### src/rtl/cam_pkg.sv
// Shared types and constants for the OV7670-style RGB565 stream transmitter.
package cam_pkg;

    typedef enum logic [2:0] {
        ST_IDLE   = 3'd0,
        ST_VSYNC  = 3'd1,
        ST_VBACK  = 3'd2,
        ST_ACTIVE = 3'd3,
        ST_HBLANK = 3'd4,
        ST_VFRONT = 3'd5
    } cam_state_e;

    typedef enum logic [1:0] {
        PAT_SOLID = 2'd0,
        PAT_BARS  = 2'd1,
        PAT_SPLIT = 2'd2,
        PAT_GRAD  = 2'd3
    } cam_pat_e;

    localparam logic [15:0] RED565  = 16'hF800;
    localparam logic [15:0] BLUE565 = 16'h001F;

    localparam logic [15:0] BAR0_565 = 16'hFFFF;
    localparam logic [15:0] BAR1_565 = 16'hFFE0;
    localparam logic [15:0] BAR2_565 = 16'h07FF;
    localparam logic [15:0] BAR3_565 = 16'h07E0;
    localparam logic [15:0] BAR4_565 = 16'hF81F;
    localparam logic [15:0] BAR5_565 = 16'hF800;
    localparam logic [15:0] BAR6_565 = 16'h001F;
    localparam logic [15:0] BAR7_565 = 16'h0000;

    localparam int DEF_H_ACTIVE    = 176;
    localparam int DEF_V_ACTIVE    = 144;
    localparam int DEF_H_BLANK     = 32;
    localparam int DEF_VSYNC_LINES = 3;
    localparam int DEF_V_BACK      = 17;
    localparam int DEF_V_FRONT     = 10;

    function automatic logic [15:0] bar565(input logic [2:0] idx);
        case (idx)
            3'd0:    return BAR0_565;
            3'd1:    return BAR1_565;
            3'd2:    return BAR2_565;
            3'd3:    return BAR3_565;
            3'd4:    return BAR4_565;
            3'd5:    return BAR5_565;
            3'd6:    return BAR6_565;
            default: return BAR7_565;
        endcase
    endfunction

endpackage

### src/rtl/cam_stream_tx_if.sv
// Camera-side bus: control/pattern inputs toward the transmitter and the DVP-style outputs.
interface cam_stream_tx_if;
    logic        ENABLE;
    logic [1:0]  PATTERN_SEL;
    logic [15:0] COLOR_IN;
    logic        PCLK_OUT;
    logic        VSYNC_OUT;
    logic        HREF_OUT;
    logic [7:0]  DATA_OUT;
    logic        FRAME_DONE;
    logic [7:0]  FRAME_CNT;

    modport master (
        input  ENABLE, PATTERN_SEL, COLOR_IN,
        output PCLK_OUT, VSYNC_OUT, HREF_OUT, DATA_OUT, FRAME_DONE, FRAME_CNT
    );

    modport slave (
        output ENABLE, PATTERN_SEL, COLOR_IN,
        input  PCLK_OUT, VSYNC_OUT, HREF_OUT, DATA_OUT, FRAME_DONE, FRAME_CNT
    );
endinterface

### src/rtl/cam_pattern_gen.sv
// Combinational RGB565 test-pattern source for the pixel currently being serialized.
module cam_pattern_gen
    import cam_pkg::*;
#(
    parameter int H_ACTIVE = DEF_H_ACTIVE
) (
    input  logic [1:0]  pattern_sel_i,
    input  logic [15:0] color_i,
    input  logic [7:0]  x_pix_i,
    input  logic [5:0]  y_hi_i,
    input  logic [2:0]  bar_i,
    output logic [15:0] rgb_o
);
    localparam logic [7:0] HALF_X = 8'(H_ACTIVE / 2);

    always_comb begin
        rgb_o = color_i;
        case (cam_pat_e'(pattern_sel_i))
            PAT_SOLID: rgb_o = color_i;
            PAT_BARS:  rgb_o = bar565(bar_i);
            PAT_SPLIT: rgb_o = (x_pix_i < HALF_X) ? RED565 : BLUE565;
            // y_hi_i is y_line[7:2], so y_line[7:3] is its top five bits
            PAT_GRAD:  rgb_o = {x_pix_i[7:3], y_hi_i, x_pix_i[7:3] ^ y_hi_i[5:1]};
            default:   rgb_o = color_i;
        endcase
    end

endmodule

### src/rtl/cam_stream_tx.sv
// OV7670-style RGB565 transmitter: PCLK = CLOCK/2, frame FSM, byte serializer; all state advances on PCLK-high cycles.
module cam_stream_tx
    import cam_pkg::*;
#(
    parameter int H_ACTIVE    = DEF_H_ACTIVE,
    parameter int V_ACTIVE    = DEF_V_ACTIVE,
    parameter int H_BLANK     = DEF_H_BLANK,
    parameter int VSYNC_LINES = DEF_VSYNC_LINES,
    parameter int V_BACK      = DEF_V_BACK,
    parameter int V_FRONT     = DEF_V_FRONT
) (
    input logic             CLOCK,
    input logic             RESET,
    cam_stream_tx_if.master bus
);
    localparam int          LP        = 2 * H_ACTIVE + H_BLANK;
    localparam logic [15:0] VS_LAST   = 16'(VSYNC_LINES * LP - 1);
    localparam logic [15:0] VB_LAST   = 16'(V_BACK * LP - 1);
    localparam logic [15:0] VF_LAST   = 16'(V_FRONT * LP - 1);
    localparam logic [15:0] LINE_LAST = 16'(2 * H_ACTIVE - 1);
    localparam logic [15:0] HB_LAST   = 16'(H_BLANK - 1);
    localparam logic [7:0]  V_LAST    = 8'(V_ACTIVE - 1);
    localparam int          BAR_W     = (H_ACTIVE / 8 > 0) ? H_ACTIVE / 8 : 1;
    localparam logic [7:0]  BAR_LAST  = 8'(BAR_W - 1);

    cam_state_e  state_q;
    logic        pclk_q, vsync_q, href_q, frame_done_q;
    logic [7:0]  data_q, frame_cnt_q;
    logic [15:0] slot_q;
    logic [7:0]  x_q, y_q, barcnt_q;
    logic [2:0]  bar_q;
    logic        phase_q, last_line_q;
    logic [1:0]  pat_q;
    logic [15:0] color_q;
    logic [15:0] pix_d;
    logic [7:0]  byte_d;

    cam_pattern_gen #(.H_ACTIVE(H_ACTIVE)) u_pattern (
        .pattern_sel_i (pat_q),
        .color_i       (color_q),
        .x_pix_i       (x_q),
        .y_hi_i        (y_q[7:2]),
        .bar_i         (bar_q),
        .rgb_o         (pix_d)
    );

    // phase_q=0 selects the high byte, so every line starts on {R,G[5:3]}
    assign byte_d = phase_q ? pix_d[7:0] : pix_d[15:8];

    always_ff @(posedge CLOCK) begin
        if (RESET) begin
            state_q      <= ST_IDLE;
            pclk_q       <= 1'b0;
            vsync_q      <= 1'b0;
            href_q       <= 1'b0;
            data_q       <= 8'd0;
            frame_done_q <= 1'b0;
            frame_cnt_q  <= 8'd0;
            slot_q       <= 16'd0;
            x_q          <= 8'd0;
            y_q          <= 8'd0;
            barcnt_q     <= 8'd0;
            bar_q        <= 3'd0;
            phase_q      <= 1'b0;
            last_line_q  <= 1'b0;
            pat_q        <= 2'd0;
            color_q      <= 16'd0;
        end else begin
            pclk_q       <= ~pclk_q;
            frame_done_q <= 1'b0;
            if (pclk_q) begin
                case (state_q)
                    ST_IDLE: begin
                        if (bus.ENABLE) begin
                            state_q <= ST_VSYNC;
                            vsync_q <= 1'b1;
                            slot_q  <= 16'd0;
                            pat_q   <= bus.PATTERN_SEL;
                            color_q <= bus.COLOR_IN;
                        end
                    end
                    ST_VSYNC: begin
                        if (slot_q == VS_LAST) begin
                            state_q     <= ST_VBACK;
                            vsync_q     <= 1'b0;
                            slot_q      <= 16'd0;
                            y_q         <= 8'd0;
                            last_line_q <= 1'b0;
                            x_q         <= 8'd0;
                            phase_q     <= 1'b0;
                            bar_q       <= 3'd0;
                            barcnt_q    <= 8'd0;
                        end else begin
                            slot_q <= slot_q + 16'd1;
                        end
                    end
                    ST_VBACK: begin
                        if (slot_q == VB_LAST) begin
                            state_q <= ST_ACTIVE;
                            href_q  <= 1'b1;
                            data_q  <= byte_d;
                            phase_q <= 1'b1;
                            slot_q  <= 16'd0;
                        end else begin
                            slot_q <= slot_q + 16'd1;
                        end
                    end
                    ST_ACTIVE: begin
                        if (slot_q == LINE_LAST) begin
                            state_q  <= ST_HBLANK;
                            href_q   <= 1'b0;
                            data_q   <= 8'd0;
                            slot_q   <= 16'd0;
                            x_q      <= 8'd0;
                            phase_q  <= 1'b0;
                            bar_q    <= 3'd0;
                            barcnt_q <= 8'd0;
                            // advance y here so the next line's first byte already sees it
                            if (y_q == V_LAST) last_line_q <= 1'b1;
                            else               y_q         <= y_q + 8'd1;
                        end else begin
                            slot_q  <= slot_q + 16'd1;
                            data_q  <= byte_d;
                            phase_q <= ~phase_q;
                            if (phase_q) begin
                                x_q <= x_q + 8'd1;
                                if (barcnt_q == BAR_LAST) begin
                                    barcnt_q <= 8'd0;
                                    if (bar_q != 3'd7) bar_q <= bar_q + 3'd1;
                                end else begin
                                    barcnt_q <= barcnt_q + 8'd1;
                                end
                            end
                        end
                    end
                    ST_HBLANK: begin
                        if (slot_q == HB_LAST) begin
                            slot_q <= 16'd0;
                            if (last_line_q) begin
                                state_q <= ST_VFRONT;
                            end else begin
                                state_q <= ST_ACTIVE;
                                href_q  <= 1'b1;
                                data_q  <= byte_d;
                                phase_q <= 1'b1;
                            end
                        end else begin
                            slot_q <= slot_q + 16'd1;
                        end
                    end
                    ST_VFRONT: begin
                        if (slot_q == VF_LAST) begin
                            frame_done_q <= 1'b1;
                            frame_cnt_q  <= frame_cnt_q + 8'd1;
                            slot_q       <= 16'd0;
                            if (bus.ENABLE) begin
                                state_q <= ST_VSYNC;
                                vsync_q <= 1'b1;
                                pat_q   <= bus.PATTERN_SEL;
                                color_q <= bus.COLOR_IN;
                            end else begin
                                state_q <= ST_IDLE;
                            end
                        end else begin
                            slot_q <= slot_q + 16'd1;
                        end
                    end
                    default: state_q <= ST_IDLE;
                endcase
            end
        end
    end

    assign bus.PCLK_OUT   = pclk_q;
    assign bus.VSYNC_OUT  = vsync_q;
    assign bus.HREF_OUT   = href_q;
    assign bus.DATA_OUT   = data_q;
    assign bus.FRAME_DONE = frame_done_q;
    assign bus.FRAME_CNT  = frame_cnt_q;

endmodule
### src/flat_wrapper.sv
// flat-port wrapper written by rule: the top's interface ports become plain ports
module cam_stream_tx_flat import cam_pkg::*;
#(
    parameter int H_ACTIVE    = DEF_H_ACTIVE,
    parameter int V_ACTIVE    = DEF_V_ACTIVE,
    parameter int H_BLANK     = DEF_H_BLANK,
    parameter int VSYNC_LINES = DEF_VSYNC_LINES,
    parameter int V_BACK      = DEF_V_BACK,
    parameter int V_FRONT     = DEF_V_FRONT
)
  (CLOCK, RESET, bus_ENABLE, bus_PATTERN_SEL, bus_COLOR_IN, bus_PCLK_OUT, bus_VSYNC_OUT, bus_HREF_OUT, bus_DATA_OUT, bus_FRAME_DONE, bus_FRAME_CNT);
  cam_stream_tx_if bus_i ();
  input logic CLOCK;
  input logic RESET;
  input wire logic [$bits(bus_i.ENABLE)-1:0] bus_ENABLE;
  input wire logic [$bits(bus_i.PATTERN_SEL)-1:0] bus_PATTERN_SEL;
  input wire logic [$bits(bus_i.COLOR_IN)-1:0] bus_COLOR_IN;
  output wire logic [$bits(bus_i.PCLK_OUT)-1:0] bus_PCLK_OUT;
  output wire logic [$bits(bus_i.VSYNC_OUT)-1:0] bus_VSYNC_OUT;
  output wire logic [$bits(bus_i.HREF_OUT)-1:0] bus_HREF_OUT;
  output wire logic [$bits(bus_i.DATA_OUT)-1:0] bus_DATA_OUT;
  output wire logic [$bits(bus_i.FRAME_DONE)-1:0] bus_FRAME_DONE;
  output wire logic [$bits(bus_i.FRAME_CNT)-1:0] bus_FRAME_CNT;
  assign bus_i.ENABLE = bus_ENABLE;
  assign bus_i.PATTERN_SEL = bus_PATTERN_SEL;
  assign bus_i.COLOR_IN = bus_COLOR_IN;
  assign bus_PCLK_OUT = bus_i.PCLK_OUT;
  assign bus_VSYNC_OUT = bus_i.VSYNC_OUT;
  assign bus_HREF_OUT = bus_i.HREF_OUT;
  assign bus_DATA_OUT = bus_i.DATA_OUT;
  assign bus_FRAME_DONE = bus_i.FRAME_DONE;
  assign bus_FRAME_CNT = bus_i.FRAME_CNT;
  cam_stream_tx #(.H_ACTIVE(H_ACTIVE), .V_ACTIVE(V_ACTIVE), .H_BLANK(H_BLANK), .VSYNC_LINES(VSYNC_LINES), .V_BACK(V_BACK), .V_FRONT(V_FRONT)) u_core (.CLOCK(CLOCK), .RESET(RESET), .bus(bus_i));
endmodule
### config.mk
export PLATFORM = sky130hd
export DESIGN_NAME = cam_stream_tx_flat
export DESIGN_NICKNAME = d
export VERILOG_FILES = /design/src/rtl/cam_pkg.sv /design/src/rtl/cam_stream_tx_if.sv /design/src/rtl/cam_pattern_gen.sv /design/src/rtl/cam_stream_tx.sv /design/src/flat_wrapper.sv
export SDC_FILE = /design/constraint.sdc
export NUM_CORES = 1
export LEC_CHECK = 0
export CAP_MARGIN = 20
export CORE_ASPECT_RATIO = 0.6
export CORE_MARGIN = 10
export CORE_UTILIZATION = 40
export DETAILED_ROUTE_END_ITERATION = 6
export DONT_BUFFER_PORTS = 1
export GPL_TIMING_DRIVEN = 0
export PLACE_DENSITY = 0.61
export RECOVER_POWER = 50
export SYNTH_ARGS = -nofsm -noshare
export SYNTH_HDL_FRONTEND = slang
export SYNTH_HIERARCHICAL = 1
export SYNTH_SLANG_ARGS = --single-unit
### constraint.sdc
create_clock -name CLOCK -period 2.8 [get_ports CLOCK]
set_input_delay 0.42 -clock CLOCK [delete_from_list [all_inputs] [get_ports CLOCK]]
set_output_delay 0.42 -clock CLOCK [all_outputs]
set_load 0.05 [all_outputs]
After elaboration in Yosys (flattened, before gate mapping)
Index checks and enable logic that the tools add are counted. W data, S select, Z words.

Equal/unequal tests: 34. Add/subtract/negate cells: 6. Muxes and demuxes: 63. Bitwise gates (word level): 4. Reductions and logical operators: 22. $lt $le $gt $ge: 1.

Operator list (count): $mux W16 (9); $pmux W16 S7 (1); $mux W8 (13); $pmux W16 S6 (1); $pmux W16 S4 (1); $pmux W8 S2 (3); $mux W3 (12); $add A8 B1 Y8 const B (4); $pmux W16 S2 (1); $pmux W8 S3 (1); $pmux W3 S6 (1); $reduce_and A6 Y1 (3); $add A16 B1 Y16 const B (1); $eq A16 B11 Y1 const B (1); $eq A16 B12 Y1 const B (1); $eq A16 B13 Y1 const B (1); $eq A16 B5 Y1 const B (1); $eq A16 B9 Y1 const B (1); $eq A3 B3 Y1 const B (5); $reduce_and A5 Y1 (3); $eq A3 B2 Y1 const B (4); $mux W1 (12); $ne A2 B1 Y1 const B (6); $ne A3 B1 Y1 const B (3); other kinds (27) (41).

Output and inout port bits: 20. Bits of input ports: 21. Logic and storage cells: 146. Flip-flop bits (word level): 86.

Longest topological paths before layout
Gate-level depths: netlist (run 1).

Depth after elaboration: 7. Depth in mapped cells: 11. Mapped depth without buffers: 8.

Cells and area by module
Netlist (run 1), hierarchy kept.

By module, submodules not included: cam_stream_tx (area an instance 4141.5 µm², instances 1, seq. area each 1721.7 µm², cells an instance 473); cam_pattern_gen (area an instance 429.2 µm², instances 1, seq. area each 0.0 µm², cells an instance 73).

Worst setup path after synthesis (run 1)
Ideal clock, no wire load.

Path kind: flip-flop to flip-flop. Start point: register u_core.pclk_q, in the netlist u_core/bus.PCLK_OUT. End point: register u_core.barcnt_q[6]. Buffers on the path: 2. Arrival: 2.411 ns. Cell stages (with the launch flop): 8. Data required time: 2.729 ns. Library setup time: 0.071 ns. Path slack: 0.319 ns. Period minus slack after synthesis: 2.481 ns. Cell sequence: dfxtp_1 > clkbuf_1 > nand2_1 > or2_2 > or3_4 > buf_6 > or4_1 > a21oi_1.

Word-level cells in the longest chain between the ends: 1.

RTL lines: start: declaration (RTL line cam_stream_tx.sv:27) `logic pclk_q, vsync_q, href_q, frame_done_q;`; start signal: assignment (RTL line cam_stream_tx.sv:69) `pclk_q <= ~pclk_q;`; $reduce_and A4 Y1 (no line); end signal: assignment (RTL line cam_stream_tx.sv:131) `barcnt_q <= barcnt_q + 8'd1;`; end: declaration (RTL line cam_stream_tx.sv:30) `logic [7:0] x_q, y_q, barcnt_q;`.

No other way between the ends. A chain may end at the register's enable or synchronous reset.

Worst setup path after layout (run 1)
Start point: register u_core.slot_q[0]. End point: register u_core.x_q[6].

Word-level cells in the longest chain between the ends: 3. Elaborated cells between the ends (all ways): 7. Classes of those cells: eq/ne: 4; mux: 2; reduce/logical: 1.

RTL lines: start: declaration (RTL line cam_stream_tx.sv:29) `logic [15:0] slot_q;`; start signal: assignment (RTL line cam_stream_tx.sv:94) `slot_q <= slot_q + 16'd1;`; start signal: assignment (RTL line cam_stream_tx.sv:105) `slot_q <= slot_q + 16'd1;`; start signal: assignment (RTL line cam_stream_tx.sv:122) `slot_q <= slot_q + 16'd1;`; $eq A16 B9 Y1 / $eq A16 B11 Y1 (equally long branches) (RTL line cam_stream_tx.sv:109, cam_stream_tx.sv:83); $ne A3 B1 Y1 (no line) (tied with other cells); $reduce_and A4 Y1 (no line) / $pmux W8 S2 (equally long branches); end signal: assignment (RTL line cam_stream_tx.sv:126) `x_q <= x_q + 8'd1;`; end: declaration (RTL line cam_stream_tx.sv:30).

Several ways; a longest one is shown, not always the timed one.

==> results of run 1 <==
logic make-up after synthesis:
| family | synth area share, % |
|---|---|
| XOR/XNOR | 6.71 |
| AND/OR/NAND/NOR | 26.5 |
| buffers and inverters | 4.11 |
| flip-flops | 37.7 |
| AO/OA/AOI/OAI | 15.4 |
| adder cells (fa/ha/maj) | 2.19 |
| multiplexers | 7.50 |
synth_stat cells (2+ instances only):
cell / n / area share [%]
nor2_1: 77 / 6.3
mux2i_1: 32 / 7.0
a211o_1: 3 / 0.57
xor2_1: 10 / 1.9
nand3_1: 20 / 2.2
xnor2_1: 25 / 4.8
nor2b_1: 5 / 0.68
a211oi_1: 10 / 1.6
mux2_2: 2 / 0.49
o21bai_1: 2 / 0.33
a31o_1: 5 / 0.96
or2_2: 2 / 0.27
o21ai_0: 14 / 1.5
buf_2: 9 / 0.99
clkbuf_1: 17 / 1.4
nand4_1: 14 / 1.9
or3_1: 4 / 0.55
buf_4: 2 / 0.33
o2bb2ai_1: 8 / 1.5
nor3_1: 16 / 1.8
a21oi_1: 26 / 2.8
o31ai_1: 8 / 1.3
dfxtp_1: 86 / 38
a31oi_1: 11 / 1.5
inv_1: 8 / 0.66
buf_1: 3 / 0.25
nor4_1: 5 / 0.68
nand2b_1: 3 / 0.41
buf_6: 2 / 0.49
and2_1: 5 / 0.68
nor4b_1: 2 / 0.38
a21boi_0: 2 / 0.33
ha_1: 8 / 2.2
nand2_1: 49 / 4.0
and3_1: 11 / 1.5
nor4bb_1: 3 / 0.66
or4_1: 10 / 1.6
nor3b_1: 2 / 0.33
area by class of cell:
type	instances	area, um^2	share of cell area, %
inverters	8	30.0	0.590
flip-flops and latches	86	1730	33.9
plain buffers	33	163	3.19
clock buffers	10	239	4.69
well taps	144	180	3.54
multi-input cells	419	2710	53.2
clock inverters	6	46.3	0.909
flip-flops by register name (all words and copies together), names as in the netlist:
signal and count:
u_core/bus.DATA_OUT 8, u_core/slot_q 16, u_core/bus.HREF_OUT 1, u_core/y_q 8, u_core/color_q 16, u_core/bar_q 3, u_core/pat_q 2, u_core/bus.FRAME_CNT 8
u_core/bus.PCLK_OUT 1, u_core/x_q 8, u_core/state_q 3, u_core/bus.FRAME_DONE 1, u_core/barcnt_q 8, u_core/bus.VSYNC_OUT 1, u_core/phase_q 1, u_core/last_line_q 1
worst reg2reg max path, cell delays in order (launching register included):
cell and delay, ns:
dfxtp_2 0.36, ha_1 0.18, and3_1 0.15, buf_2 0.18, and4b_1 0.21, buf_4 0.14
a31oi_1 0.11, or3_4 0.45, buf_6 0.16, or4_1 0.51, a21oi_1 0.15
what timing repair did:
item,CTS,global route
gates cloned,0,0
pin swaps,0,1
endpoints found under the setup margin,14,26
gates resized for setup,4,9
cell usage in the layout, fill, tap and decap left out, types with 10 or more instances in the layout:
master / synthesis / final
nor2_1: 77 / 77
nand3_1: 20 / 20
a31oi_1: 11 / 11
a21oi_1: 26 / 26
clkbuf_1: 17 / 17
and3_1: 11 / 11
nor3_1: 16 / 14
or4_1: 10 / 10
dfxtp_1: 86 / 83
o21ai_0: 14 / 15
xnor2_1: 25 / 25
nand4_1: 14 / 14
mux2i_1: 32 / 32
nand2_1: 49 / 49
xor2_1: 10 / 10
metal layers:
metal / track usage, % / vias up / share of wire, % / wire length [um]
met5: 0 / - / 0 / 0
met3: 3.75 / 10 / 8.7 / 1090
li1: - / 1993 / - / -
met4: 3.33 / 0 / 0.49 / 61
met1: 23.2 / 1973 / 51 / 6370
met2: 20.8 / 158 / 40 / 5020
power breakdown:
group | switching (mW) | leakage, nW | internal (mW)
sequential | 0.0601 | 0.696 | 1.26
combinational | 0.292 | 0.890 | 0.165
clock | 0.512 | 0.140 | 0.631
total | 0.864 | 1.73 | 2.06
worst min-delay path by stage:
stage	startpoint	cells past startpoint	slack, ns	end
finish	bus_COLOR_IN[9]	2	0.23	u_core/color_q[9]
global route	bus_COLOR_IN[15]	2	0.23	u_core/color_q[15]
CTS	bus_COLOR_IN[9]	2	0.22	u_core/color_q[9]
detailed placement	u_core/barcnt_q[7]	2	0.48	u_core/barcnt_q[7]
global placement	u_core/barcnt_q[7]	2	0.47	u_core/barcnt_q[7]
floorplan	u_core/barcnt_q[7]	2	0.45	u_core/barcnt_q[7]
through the flow:
stage	power, mW	utilization (%)	hold slack [ns]	setup TNS [ns]
final	2.92	45.4	0.227	0
after global routing	3.04	45.4	0.228	0
after CTS	2.92	45.0	0.219	0
after detailed placement	1.78	42.3	0.475	-0.837
after global placement	1.77	42.3	0.466	-0.621
after floorplan	1.66	-	0.452	0
==> results_dict.tcl, run 1 <==
set metrics [dict create \
    grt_usage_pct 15.3 \
    synth_area_per_cell_um2 8.37 \
    cts.clk_slew.worst_paths_ns 0.06 \
    number_of_sinks_driven_by_the_clock_tree 86 \
    start_util_pct 40.7 \
    cts.repair_timing.setup_buffer_count 0 \
    relSlewSlack_pct 40.1 \
    synth_seq_area_share_pct 37.7 \
    critical_path.startpoint "u_core/slot_q[0]" \
    wirelength_mm 12.5 \
    numPlacedInstances 690 \
    count_of_hold_buffers_inserted_by_post_cts_repair 0 \
    setup.reg_to_reg.worst_slack_ns 0.12 \
    run_status "completed" \
    fin_worst_skew_ns 0.00757 \
    cp_cell_sequence "ha_1 -> and3_1 -> buf_2 -> and4b_1 -> buf_4 -> a31oi_1 -> or3_4 -> buf_6 -> or4_1 -> a21oi_1" \
    post-place-ws_ns -0.0915 \
    post_route_cells_drive_above_1_share_pct 9.07 \
    die-width_um 158 \
    grt_antenna_before_repair 0 \
    startpoint_type "flip-flop" \
    finalInstanceArea_um2 5090 \
    syn_nets 575 \
    p_per_area_nw_per_um2 574 \
    synth-seq-cells 86 \
    grt_setup_unrepaired "no" \
    overflow 0 \
    critical_path_required_time_ns 3.07 \
    number_of_flops_mapped_to_enable_cells_by_yosys 0 \
    critPathMaxStageDelay_ns 0.51 \
    timing.critical_path.max_delay_family "simple AND/OR/NAND/NOR gates" \
    drt.antenna.violating_nets 0 \
    yosys_warnings 6 \
    synth_cell_types 63 \
    grt_start_max_net_pins 16 \
    detail_route.drc_violations 0 \
    synth.cell_area_um2 4570 \
    worstSkewPairLatency_ns 0.34 \
    post_detailed_placement_cell_area_um2 4750 \
    worst_r2r_endpoint "u_core/x_q[6]" \
    r2r_startpoint "u_core/slot_q[0]" \
    timing.max_cap.violations 0 \
    fmax_mhz 373 \
    n_antenna_cell 0 \
    crit_cells 10 \
    cts-root-buf "clkbuf_16" \
    grt_first_pass_wirelength_mm 19.9 \
    core.rowCount 30 \
    cts_htree_levels 3 \
    slowest_cp_cell "or4_1" \
    layout-area-overhead-vs-synth_pct 11.4 \
    fillCellCount 1072 \
    number_of_global_route_vias_before_repair 3728 \
    synth_async_sr_flop_share_pct 0 \
    port-buffer-count 0 \
    drtIter0Drc 451 \
    total_cts_buffers 9 \
    stdcell_count 706 \
    drt_pre_antenna_iters 5 \
    worstPathArrival_ns 2.95 \
    vias_per_cell 5.86 \
    synth_cells 546 \
    final_min_period_over_clock_period_pct 95.7 \
    crit_path_max_fanout 10 \
    crit_end "u_core/x_q[6]" \
    via_count 4134 \
    crit_path_end_kind "flip-flop" \
    tritoncts_clock_tree "done" \
    min-delay-path-class "primary input to flip-flop" \
    power_leakage_nw 1.73 \
    final_period_minus_worst_setup_slack_ns 2.68 \
    dp_hpwl_mm 9.50 \
    rr_worst_depth 10 \
    wl_per_cell_um 17.8 \
    globalplace.congestion 0.930 \
    synth_ff_type "dfxtp_1" \
    setup_viol 0 \
    ios 41 \
    die_area_um2 16200 \
    tightestPinTransition_ns 0.898 \
    finalHoldViolCount 0 \
    count_of_pins_over_their_slew_limit 0 \
    fin_nets 586 \
    combined_buffer_and_inverter_count_along_the_critical_path 3 \
    critPathKind "flip-flop to flip-flop" \
    core-area_um2 11200 \
    ir_drop_uv 280 \
    worst_slack_ns 0.119 \
    clockBufferDepth 2 \
    die-height_um 103 \
]
Note: power is estimated with default switching activity, not from simulation.
==> run 2: changes to the inputs <==
Settings changed: ABC_AREA set to 1.
==> results_dict.tcl, run 2 <==
set metrics [dict create \
    run_status "completed" \
    timing.critical_path.max_delay_family "simple AND/OR/NAND/NOR gates" \
    cts-root-buf "clkbuf_16" \
    post_route_cells_drive_above_1_share_pct 9.32 \
    synth_ff_type "dfxtp_1" \
    port-buffer-count 0 \
    min-delay-path-class "primary input to flip-flop" \
    post_detailed_placement_cell_area_um2 5380 \
    fin_nets 861 \
    power_frac_comb_pct 10.3 \
    grt_setup_unrepaired "no" \
    fin_worst_skew_ns 0.0114 \
    synth_area_per_cell_um2 6.29 \
    start_util_pct 40.6 \
    cell_internal_pwr_mw 2.06 \
    power_leakage_nw 2.47 \
    critPathMaxStageDelay_ns 0.36 \
    cts.repair_timing.setup_buffer_count 0 \
    drt.antenna.violating_nets 0 \
    grt_first_pass_wirelength_mm 23.0 \
    crit_path_max_fanout 10 \
    drt_pre_antenna_iters 7 \
    vias_per_cell 4.90 \
    number_of_global_route_vias_before_repair 4302 \
    power_after_layout_mw 2.86 \
    synth_area_leader_cell "dfxtp_1" \
    critical_path_required_time_ns 3.08 \
    grt_start_max_net_pins 18 \
    fin_setup_tns_ns 0 \
    ios 41 \
    count_of_pins_over_their_slew_limit 0 \
    die-width_um 167 \
    timing.hold.worst_endpoint "u_core/color_q[11]" \
    synth-seq-cells 86 \
    tritoncts_clock_tree "done" \
    crit_path_end_kind "flip-flop" \
    post-synth-top-count-cell "nand2_1" \
    post_cts_resized 0 \
    critPathKind "flip-flop to flip-flop" \
    hold_ws_ns 0.228 \
    die_area_um2 18000 \
    dp_hpwl_mm 10.7 \
    count_of_hold_buffers_inserted_by_post_cts_repair 0 \
    core-area_um2 12700 \
    die-height_um 108 \
    wirelength_mm 14.0 \
    number_of_sinks_driven_by_the_clock_tree 86 \
    switching_share_pct 28.0 \
    yosys_warnings 6 \
    ys_top_cells_by_area "dfxtp_1, nand2_1, nor2_1, inv_1, nand3_1" \
    cts_htree_levels 3 \
    cp_cell_sequence "ha_1 -> nand3_4 -> nor3_1 -> nand2_1 -> inv_1 -> nand2_1 -> nand2_1 -> nand2_1 -> clkinvlp_2 -> buf_6 -> nor2_1 -> nor2_1" \
    synth_cell_types 37 \
    core.rowCount 32 \
    synth.cell_area_um2 5170 \
    cts.clk_slew.worst_paths_ns 0.07 \
    grt_usage_pct 15.5 \
    syn_nets 850 \
    clockBufferDepth 2 \
    final_min_period_over_clock_period_pct 82.3 \
    most_common_cell_after_layout_fill_and_taps_aside "nand2_1" \
    p_per_area_nw_per_um2 504 \
    combined_buffer_and_inverter_count_along_the_critical_path 3 \
    synth_largest_type_area_fraction_pct 33.3 \
    crit_top_cell "nand2_1" \
    detail_route.drc_violations 0 \
    slowest_cp_cell "dfxtp_1" \
    via_count 4935 \
    synth_top_cells_by_count "nand2_1, nor2_1, inv_1, dfxtp_1, nand3_1" \
    setup.reg_to_reg.worst_slack_ns 0.50 \
    net-switching-power_uw 801 \
    finalInstanceArea_um2 5670 \
    r2r_startpoint "u_core/slot_q[1]" \
    total_cts_buffers 9 \
    n_antenna_cell 0 \
    overflow 0 \
    synth_async_sr_flop_share_pct 0 \
    worstSkewPairLatency_ns 0.34 \
    final_period_minus_worst_setup_slack_ns 2.30 \
    grt_antenna_before_repair 0 \
    timing.max_cap.violations 0 \
    synth_seq_area_share_pct 33.3 \
    min-delay-start "bus_COLOR_IN[11]" \
    tightestPinTransition_ns 0.691 \
    layout-area-overhead-vs-synth_pct 9.64 \
    rr_worst_depth 12 \
    finalHoldViolCount 0 \
    relSlewSlack_pct 53.9 \
    startpoint_type "flip-flop" \
    mostFrequentLayoutCells "nand2_1, nor2_1, inv_1, dfxtp_1, nand3_1" \
    drtIter0Drc 497 \
    fillCellCount 1372 \
    number_of_flops_mapped_to_enable_cells_by_yosys 0 \
    worst_r2r_endpoint "u_core/pat_q[1]" \
    globalplace.congestion 0.914 \
    setup_viol 0 \
    power_frac_seq_pct 45.5 \
    largest_registers "u_core/color_q (16), u_core/slot_q (16)" \
    ir_drop_uv 296 \
    worstPathArrival_ns 2.59 \
    timing.hold.worst_path_depth 2 \
    p_clk_share_pct 44.2 \
    synth_cells 821 \
    wl_per_cell_um 13.9 \
    fmax_mhz 434 \
]
## run 2: cell types whose count changed after synthesis, moves of 19 or more
cell	delta
mux2i_1	-32
nor2_1	+74
xnor2_1	-19
nand3_1	+28
inv_1	+80
nand2_1	+163
## run 2: cell families (layout without fill, tap and decap cells)
family                     Yosys count  in the layout  synth area share, %
buffers and inverters              130            146                 10.3
and+or+nand+nor                    482            482                 41.4
xor gates and xnor gates            17             17                 2.88
AOI/OAI and AO/OA                   98             98                 10.1
DFF                                 86             86                 33.3
adders and majority gates            8              8                 1.94
## run 2: power groups by stage
stage	clock [mW]	combinational [mW]	sequential (mW)
4_1_cts	1.30	0.292	1.30
2_1_floorplan	0	0.218	1.32
3_5_place_dp	0	0.290	1.33
6_report	1.26	0.294	1.30
3_3_place_gp	0	0.291	1.33
5_1_grt	1.34	0.333	1.30
## run 2: metrics by stage
| stage | setup slack, ns | instances | utilization, % |
|---|---|---|---|
| 3_5_place_dp | 0.525 | 991 | 42.3 |
| 3_3_place_gp | 0.544 | 991 | 42.3 |
| 2_1_floorplan | 1.17 | 821 | - |
| 4_1_cts | 0.757 | 1007 | 44.7 |
| 6_report | 0.496 | 1007 | 44.5 |
| 5_1_grt | 0.280 | 1007 | 44.5 |
## run 2: metal layers
metal	routed length, um	global-route usage (%)	vias up
li1	-	-	2601
met1	7790	25.0	2179
met2	4820	18.6	147
met3	1310	4.75	8
met4	63	2.81	0
met5	0	0	-
## run 2: how the worst max path moves through the flow
stage               cells after the start           startpoint                end  slack, ns
detailed placement                      6                RESET      u_core/x_q[0]       0.53
floorplan                               7  u_core/bus.PCLK_OUT  u_core/slot_q[10]       1.17
global route                           12     u_core/slot_q[1]    u_core/pat_q[1]       0.28
CTS                                    10     u_core/slot_q[1]  u_core/slot_q[12]       0.76
global placement                        6                RESET      u_core/x_q[0]       0.54
finish                                 12     u_core/slot_q[1]    u_core/pat_q[1]       0.50
## run 2: area by class of cell
type	instances	area, um^2	share of cell area [%]
multi-input combinational	605	2890	50.9
sequential	86	1720	30.4
inverter	108	408	7.20
clock buffer	9	225	3.98
tap	170	213	3.75
buffer	22	123	2.16
clock inverter	7	90.1	1.59
==> run 3: changes to the inputs <==
Settings changed: ABC_AREA 1 to 0.
Clock period 2.8 ns to 2.34 ns, I/O delays scaled along.
==> results_dict.tcl, run 3 (same netlist as run 1, synthesis figures left out) <==
set metrics [dict create \
    via_count 4184 \
    number_of_global_route_vias_before_repair 3814 \
    final_period_minus_worst_setup_slack_ns 2.34 \
    port-buffer-count 0 \
    fillCellCount 1076 \
    die_area_um2 16200 \
    post-place-ws_ns -0.433 \
    numPlacedInstances 690 \
    fin_nets 605 \
    relSlewSlack_pct 54.2 \
    n_antenna_cell 0 \
    setup_viol 2 \
    fin_worst_skew_ns 0.00606 \
    grt_antenna_before_repair 0 \
    critical_path_required_time_ns 2.62 \
    drt.antenna.violating_nets 0 \
    cts_htree_levels 3 \
    hold_ws_ns 0.153 \
    ios 41 \
    stdcell_count 723 \
    run_status "finished with violations" \
    timing.max_cap.violations 0 \
    final_min_period_over_clock_period_pct 100 \
    ir_drop_uv 315 \
    drtIter0Drc 483 \
    vias_per_cell 5.79 \
    die-width_um 158 \
    core.rowCount 30 \
    globalplace.congestion 0.923 \
    worstSkewPairLatency_ns 0.35 \
    min-delay-path-class "primary input to flip-flop" \
    mostFrequentLayoutCells "dfxtp_1, nor2_1, nand2_1, mux2i_1, xnor2_1" \
    grt_start_max_net_pins 14 \
    most_common_cell_after_layout_fill_and_taps_aside "dfxtp_1" \
    layout-area-overhead-vs-synth_pct 20.9 \
    power_leakage_nw 1.89 \
    crit_path_max_fanout 6 \
    wl_per_cell_um 17.9 \
    critPathKind "flip-flop to flip-flop" \
    startpoint_type "flip-flop" \
    grt_setup_unrepaired "yes" \
    ff_latch_area_um2 1750 \
    violations "setup timing" \
    start_util_pct 40.7 \
    worstPathArrival_ns 2.63 \
    wirelength_mm 13.0 \
    crit_path_end_kind "flip-flop" \
    grt_usage_pct 16.0 \
    total_cts_buffers 9 \
    fmax_mhz 426 \
    tritoncts_clock_tree "done" \
    number_of_sinks_driven_by_the_clock_tree 86 \
    fin_setup_tns_ns -0.00780 \
    die-height_um 103 \
    worst_slack_ns -0.00495 \
    cts.clk_slew.worst_paths_ns 0.06 \
    largest_registers "u_core/color_q (16), u_core/slot_q (16)" \
    overflow 0 \
    cts-root-buf "clkbuf_16" \
    detail_route.drc_violations 0 \
    finalHoldViolCount 0 \
    multi_input_comb_area_um2 2910 \
    tightestPinTransition_ns 0.687 \
    drt_pre_antenna_iters 5 \
    count_of_pins_over_their_slew_limit 0 \
    post_route_cells_drive_above_1_share_pct 19.2 \
    clockBufferDepth 2 \
    dp_hpwl_mm 9.28 \
    core-area_um2 11200 \
    grt_first_pass_wirelength_mm 20.7 \
    p_per_area_nw_per_um2 654 \
]
-- run 3: path summary, 6_finish.rpt --
path                                         from           endpoint  slack [ns]  cells after the start
worst max-delay path            u_core/slot_q[14]      u_core/x_q[6]      -0.005                      8
worst min-delay path              bus_COLOR_IN[1]  u_core/color_q[1]        0.15                      2
worst max register to register  u_core/slot_q[14]      u_core/x_q[6]      -0.005                      8
worst min register to register    u_core/pat_q[1]    u_core/pat_q[1]        0.49                      2
-- run 3: final cells by class --
type	instances	share of cell area [%]
buffer	28	3.15
clock buffer	10	4.14
multi-input combinational	419	52.6
timing repair buffer	24	3.76
tap	144	3.26
inverter	8	0.544
clock inverter	4	0.906
sequential	86	31.6
-- run 3: routing by layer --
layer	wire [um]	GRT usage [%]	vias to the layer above
li1	-	-	2026
met4	159	4.46	0
met3	1170	5.00	16
met5	0	0	-
met1	6370	23.4	1983
met2	5260	21.8	159
-- run 3: metrics by stage --
step           cell area (um^2)  util (%)  power (mW)
5_1_grt                    5520      49.2        3.75
3_5_place_dp               4780      42.6        2.12
2_1_floorplan              4600         -        1.99
4_1_cts                    5290      47.2        3.55
3_3_place_gp               4780      42.6        2.12
6_report                   5520      49.2        3.61
-- run 3: critical path: stages, from the launching register on --
cell	delay (ns)
dfxtp_4	0.36
nor4_4	0.33
and4b_1	0.26
buf_6	0.12
a31oi_4	0.08
or3_4	0.43
buf_6	0.15
or4_4	0.41
a21oi_2	0.12
-- run 3: power breakdown --
part,internal (mW),switching [mW]
clock,0.814,0.596
combinational,0.248,0.376
sequential,1.51,0.0711
total,2.57,1.04
-- run 3: timing repair --
action                     4_1_cts  5_1_grt
buffers inserted                14       10
pin swaps                       17       16
setup endpoints to repair       57       60
hold buffers                     0        0
gates resized for setup         33       48
